### src/rtl/register_bus_master.sv
// register_bus_master: decodes UART read/write command packets into register bus cycles
// and returns read data to the UART transmitter as four little-endian bytes.
module register_bus_master #(
    parameter int unsigned TIMEOUT_CYCLES = 1_000_000
) (
    input  logic        ipClk,
    input  logic        Reset,
    input  logic [7:0]  ipRxData,
    input  logic        ipRxValid,
    output logic [7:0]  opTxData,
    output logic        opTxValid,
    input  logic        ipTxReady,
    output logic [7:0]  opAddress,
    output logic [31:0] opWrData,
    output logic        opWrEnable,
    input  logic [31:0] ipRdData,
    output logic        opBusy
);
    typedef enum logic [2:0] {IDLE, GET_ADDR, GET_DATA, WRITE, RD_WAIT, SEND} state_t;

    state_t      state, nextState;
    logic        isWrite;
    logic [1:0]  byteCnt, waitCnt;
    logic [31:0] toCnt;
    logic [23:0] rdShift;
    logic        receiving, timedOut, txFire;

    assign receiving = state == GET_ADDR || state == GET_DATA;
    assign timedOut  = !ipRxValid && toCnt == TIMEOUT_CYCLES - 1;
    assign txFire    = opTxValid && ipTxReady;

    always_ff @(posedge ipClk) state <= Reset ? IDLE : nextState;

    always_comb begin
        nextState = state;
        case (state)
            IDLE:     nextState = ipRxValid && ipRxData[7:1] == 7'd0 ? GET_ADDR : IDLE;
            GET_ADDR: nextState = ipRxValid ? (isWrite ? GET_DATA : RD_WAIT) : timedOut ? IDLE : GET_ADDR;
            GET_DATA: nextState = ipRxValid ? (byteCnt == 2'd3 ? WRITE : GET_DATA) : timedOut ? IDLE : GET_DATA;
            WRITE:    nextState = IDLE;
            RD_WAIT:  nextState = waitCnt == 2'd2 ? SEND : RD_WAIT;
            SEND:     nextState = txFire && byteCnt == 2'd3 ? IDLE : SEND;
            default:  nextState = IDLE;
        endcase
    end

    // Busy and write strobe follow the next state so they line up with the FSM as registers.
    always_ff @(posedge ipClk) begin
        if (Reset) begin
            opBusy     <= 1'b0;
            opWrEnable <= 1'b0;
            opAddress  <= 8'd0;
            opWrData   <= 32'd0;
            opTxData   <= 8'd0;
            opTxValid  <= 1'b0;
            isWrite    <= 1'b0;
            byteCnt    <= 2'd0;
            waitCnt    <= 2'd0;
            toCnt      <= 32'd0;
            rdShift    <= 24'd0;
        end else begin
            opBusy     <= nextState != IDLE;
            opWrEnable <= nextState == WRITE;
            toCnt      <= receiving && !ipRxValid ? toCnt + 32'd1 : 32'd0;
            case (state)
                IDLE: if (ipRxValid) isWrite <= ipRxData[0];
                GET_ADDR: if (ipRxValid) begin
                    opAddress <= ipRxData;
                    byteCnt   <= 2'd0;
                    waitCnt   <= 2'd0;
                end
                GET_DATA: if (ipRxValid) begin
                    opWrData[8*byteCnt +: 8] <= ipRxData;
                    byteCnt                  <= byteCnt + 2'd1;
                end
                RD_WAIT: begin
                    waitCnt <= waitCnt + 2'd1;
                    if (waitCnt == 2'd2) begin
                        rdShift   <= ipRdData[31:8];
                        opTxData  <= ipRdData[7:0];
                        opTxValid <= 1'b1;
                    end
                end
                SEND: if (txFire) begin
                    rdShift  <= rdShift >> 8;
                    opTxData <= rdShift[7:0];
                    byteCnt  <= byteCnt + 2'd1;
                    if (byteCnt == 2'd3) opTxValid <= 1'b0;
                end
                default: ;
            endcase
        end
    end
endmodule

### config.mk
export PLATFORM = sky130hd
export DESIGN_NAME = register_bus_master
export DESIGN_NICKNAME = d
export VERILOG_FILES = /design/src/rtl/register_bus_master.sv
export SDC_FILE = /design/constraint.sdc
export NUM_CORES = 1
export LEC_CHECK = 0
export CAP_MARGIN = 20
export CORE_MARGIN = 4
export CORE_UTILIZATION = 40
export DETAILED_ROUTE_END_ITERATION = 16
export PLACE_DENSITY = 0.73
export SLEW_MARGIN = 20
export SYNTH_ARGS = -nofsm -noshare
export SYNTH_HDL_FRONTEND = slang
export SYNTH_SLANG_ARGS = --single-unit
### constraint.sdc
create_clock -name ipClk -period 1.7 [get_ports ipClk]
set_input_delay 0.34 -clock ipClk [delete_from_list [all_inputs] [get_ports ipClk]]
set_output_delay 0.34 -clock ipClk [all_outputs]
set_load 0.005 [all_outputs]
# --- Word level (Yosys, flattened, before mapping) ---
# Index checks and enable logic that the tools add are counted.
totals:
  output_inout_bits: 51
  reg_bits: 115
  inputBits: 44
  wordCells: 79
op_classes:
  eq_ne: 13
  n_mux: 26
  n_shift: 2
  n_bitwise: 1
  n_reduce_logical: 21
  add_sub_neg: 4
ops:
  columns: ["operator", "count"]
  rows:
  - ["2-to-1 mux 24 bit", 2]
  - ["one-hot mux 24 bit (2 select lines)", 1]
  - ["negation 5 -> 34 bit", 1]
  - ["variable shift 8 x 34 -> 32 bit, first input constant", 1]
  - ["indexed part select 8 x 34 -> 32 bit", 1]
  - ["adder 32 x 1 -> 32 bit, second input constant", 1]
  - ["bitwise mux 32 bit", 1]
  - ["equality test 32 x 20 -> 1 bit, second input constant", 1]
  - ["2-to-1 mux 8 bit", 2]
  - ["one-hot mux 8 bit (2 select lines)", 1]
  - ["one-hot mux 3 bit (5 select lines)", 1]
  - ["2-to-1 mux 2 bit", 5]
  - ["!= test 2 bit, second input constant", 5]
  - ["2-to-1 mux 3 bit", 3]
  - ["AND reduction 2 bit", 4]
  - ["AND reduction 4 bit", 2]
  - ["logical NOT 7 bit", 1]
  - ["2-to-1 mux 1 bit", 7]
  - ["equality test 3 x 2 -> 1 bit, second input constant", 2]
  - ["equality test 3 bit, second input constant", 2]
  - ["one-hot mux 2 bit (3 select lines)", 1]
  - ["nonzero test 3 bit", 2]
  - ["logical AND 1 bit", 5]
  - ["adder 2 x 1 -> 2 bit, second input constant", 2]
  - ["other kinds (11)", 13]

# --- Longest topological paths before layout ---
logic_depth:
  ltp_word: 6
  mapped_depth: 9
  ltp_nobuf: 7

# --- Worst setup path before layout ---
# No wires, ideal clock.
synth_path:
  path_kind: "register -> register"
  start: "register toCnt[10]"
  end: "register toCnt[25]"
  synth_period_minus_slack_ps: 1751
  stages_incl_launch_ff: 8
  setup_ps: 130
  required_ps: 1570
  slack_ps: -51
  path_buffers: 2
  t_arrival_ps: 1621
  cell_sequence: "dfxtp_1 nand3_2 or4_1 buf_6 buf_12 nor4_4 xnor2_1 nor2_2"
synth_between:
  elab_chain_cells: 1
synth_lines:
  columns: ["item", "line", "rtl"]
  rows:
  - ["from (decl)", "24", "logic [31:0] toCnt;"]
  - ["from (signal assigned)", "64", "toCnt <= receiving && !ipRxValid ? toCnt + 32'd1 : 32'd0;"]
  - ["adder 32 x 1 -> 32 bit", "64", null]
# No other way between the ends.
# A chain may end at the register's enable or synchronous reset.

# --- Worst setup path after layout ---
layout_path:
  start: "register toCnt[10]"
  end: "register toCnt[27]"
# The elaborated chain is that of the path after synthesis.

==> metrics <==
crit path max fanout=17; Logic pwr share=0.032; fin util=0.599; critical path arrival=1.98 ns; count of hold buffers inserted by post-cts repair=0; average detailed-routed wire length per instance=15.2 um; max_slew headroom=0.603; wire length of the first global-routing pass=21,800 um; clock network fraction of total power=0.571; placed cells=879; commonest cells after routing, fill and taps aside=sky130_fd_sc_hd__nand2_1, sky130_fd_sc_hd__dfxtp_1, sky130_fd_sc_hd__clkdlybuf4s50_1; Tightest Hold Check Type=in2reg; CTS tree=done; gr ovfl total=0; Post-synth EDFFs=0; Main synth FF type=sky130_fd_sc_hd__dfxtp_1; synth warn=0; number of clock buffers inserted by TritonCTS=17; root buffer cell=sky130_fd_sc_hd__clkbuf_16; worst path required time=2.00 ns; number of clock sinks seen by CTS=115; min setup slack post-route=0.0219 ns; core area=0.0122 mm^2; GR Util All Layers=0.187; synthesized flop and latch total=115; length of the first detailed-routing pass in iterations=5; initial antenna violation count=0; starting density of the core=0.414; via total after detailed routing=4,884; count of mapped cells out of synthesis=603; clock latency on the worst-skew pair=0.41 ns; GP Congestion=0.873; number of input and output port buffers inserted=94; Worst-path clk slew=0.05 ns; result of the run=finished, final reports clean; start-to-end type of the worst setup path=reg2reg; peak supply drop=545 uV; routed wire length=13,900 um; number of global-route vias before repair=4,676; sequential share of the synthesized area=0.457; die width=120 um; upper clock frequency limit=0.596 GHz; sequential share of power=0.397; Internal=5.46 mW; maxcap violations=0; Diodes inserted=0; H-tree level count=4; final cell count without fillers=914; HPWL after detailed placement=9530 um; Final Net Count=784; most common cell after layout, fill and taps aside=sky130_fd_sc_hd__nand2_1; shortest clock period the worst path allows after layout=1.68 ns; final worst clock skew=0.00673 ns; maximum number of pins on one net before global-route repair=59; Top Ports=95; antenna viol nets, final=0; Final Total Pwr=6.80 mW; Final Hold Viols=0; share of cells above drive strength 1=0.177; nets in the synthesized netlist=654; area enclosed by the die boundary=0.0144 mm^2; slew of the pin with the lowest slew margin=0.596 ns; P&R area growth vs syn=44.7%; switching part of the total power=0.198; pwr dens=934 mW/mm^2; die extent in y=120 um; number of remaining DRC errors=0; clk buf depth=2; share of flip-flops with an asynchronous set or reset=0; average size of a mapped cell=8.35 um^2; setup repair after global routing missed its margin=yes; area of the mapped netlist=0.00504 mm^2; Psw=1.34 mW; sort of element at the end of the critical path=flop; final critical-path share of the clock period=0.987; vias per std cell=5.34; drt initial violations=380; site row count=40; Final setup viols=0; final slew viol count=0; critical path startpoint category=flop; distinct cell type count of the synthesized netlist=48; static leakage=2.51 nW; worst slack after detailed placement=-0.160 ns
[path summary, 6_finish.rpt]
check	startpoint	cells past startpoint	slack [ns]	endpoint
setup / recovery	toCnt[10]$_SDFF_PP0_	6	0.02	toCnt[27]$_SDFF_PP0_
hold / removal	Reset	2	0.19	state[1]$_SDFF_PP0_
setup reg to reg	toCnt[10]$_SDFF_PP0_	6	0.02	toCnt[27]$_SDFF_PP0_
hold reg to reg	opWrData[2]$_SDFFE_PP0P_	2	0.45	opWrData[2]$_SDFFE_PP0P_
[cell type report]
type / instances / area (um^2)
tap: 168 / 210
inverter: 13 / 48.8
multi-input combinational: 437 / 2620
fill: 1029 / 4880
clock buffer: 20 / 447
clock inverter: 12 / 203
timing repair buffer: 149 / 1450
sequential: 115 / 2310
[cell families after synthesis]
group                      share of synthesized area
adders and majority gates                     0.0174
muxes                                        0.00199
and+or+nand+nor                                0.302
DFF                                            0.457
buffers and inverters                         0.0447
AOI/OAI and AO/OA                              0.128
xor gates and xnor gates                      0.0487
[metal layers]
layer,vias to the layer above,wire length (um),GRT usage
met5,-,0,0
met4,0,316,0.0866
met3,34,929,0.0603
met2,169,6950,0.315
met1,2321,5700,0.214
li1,2360,-,-
[worst max-delay path: stages (launching register included)]
cell,delay [ns]
sky130_fd_sc_hd__dfxtp_2,0.33
sky130_fd_sc_hd__nand3_2,0.09
sky130_fd_sc_hd__or4_4,0.53
sky130_fd_sc_hd__buf_12,0.18
sky130_fd_sc_hd__nor4_4,0.22
sky130_fd_sc_hd__xnor2_1,0.15
sky130_fd_sc_hd__nor2_1,0.05
[repair_timing]
action | in CTS | in global routing
pin swaps | 1 | 4
setup endpoints to repair | 30 | 75
resized for setup | 7 | 18
endpoints found under the hold margin | 0 | 0
cloned | 0 | 2
setup buffers | 0 | 1
[power by group through the flow]
stage          combinational (mW)  sequential (mW)  clock (mW)
3_3_place_gp                0.209             2.76           0
5_1_grt                     0.227             2.70        4.07
6_report                    0.215             2.70        3.89
3_5_place_dp                0.211             2.76           0
4_1_cts                     0.213             2.70        3.94
2_1_floorplan              0.0498             2.76           0
[Yosys cell counts (2+ instances only)]
| library cell | instances | area [um^2] |
|---|---|---|
| sky130_fd_sc_hd__xor2_1 | 3 | 26.3 |
| sky130_fd_sc_hd__ha_1 | 7 | 87.6 |
| sky130_fd_sc_hd__nor4_1 | 6 | 37.5 |
| sky130_fd_sc_hd__nand2_1 | 114 | 428 |
| sky130_fd_sc_hd__nor4b_1 | 2 | 17.5 |
| sky130_fd_sc_hd__and4_1 | 4 | 35.0 |
| sky130_fd_sc_hd__nand4_1 | 6 | 37.5 |
| sky130_fd_sc_hd__xnor2_1 | 25 | 219 |
| sky130_fd_sc_hd__or3_1 | 2 | 12.5 |
| sky130_fd_sc_hd__a31oi_1 | 3 | 18.8 |
| sky130_fd_sc_hd__nor2_1 | 73 | 274 |
| sky130_fd_sc_hd__a21oi_1 | 48 | 240 |
| sky130_fd_sc_hd__nor3_1 | 9 | 45.0 |
| sky130_fd_sc_hd__nor4_2 | 6 | 75.1 |
| sky130_fd_sc_hd__nor4_4 | 5 | 106 |
| sky130_fd_sc_hd__buf_1 | 4 | 15.0 |
| sky130_fd_sc_hd__and2_1 | 5 | 31.3 |
| sky130_fd_sc_hd__nand2b_1 | 5 | 31.3 |
| sky130_fd_sc_hd__dfxtp_1 | 115 | 2300 |
| sky130_fd_sc_hd__o21ai_0 | 4 | 20.0 |
| sky130_fd_sc_hd__nor2_2 | 5 | 31.3 |
| sky130_fd_sc_hd__a311oi_1 | 24 | 210 |
| sky130_fd_sc_hd__nor3b_1 | 4 | 30.0 |
| sky130_fd_sc_hd__clkbuf_1 | 24 | 90.1 |
| sky130_fd_sc_hd__inv_1 | 13 | 48.8 |
| sky130_fd_sc_hd__a22oi_1 | 9 | 67.6 |
| sky130_fd_sc_hd__buf_2 | 8 | 40.0 |
| sky130_fd_sc_hd__o221ai_1 | 2 | 17.5 |
| sky130_fd_sc_hd__o21a_1 | 2 | 15.0 |
| sky130_fd_sc_hd__nand3_1 | 45 | 225 |
| sky130_fd_sc_hd__nor3_2 | 4 | 40.0 |
[flip-flops by register name, indices dropped and copies added (netlist names), 2 cells and up]
name	count
waitCnt	2
toCnt	32
opTxData	8
byteCnt	2
state	3
opWrData	32
opAddress	8
rdShift	24
[stage by stage]
stage | instance area (um^2) | TNS (ns) | hold WS (ns)
after detailed placement | 6480 | -6.62 | 0.447
after CTS | 7160 | 0 | 0.177
final | 7290 | 0 | 0.195
after global routing | 7290 | -0.253 | 0.206
after floorplan | 5050 | -0.632 | 0.441
after global placement | 6480 | -3.62 | 0.439
No activity file was read; power rests on OpenSTA's default activity.
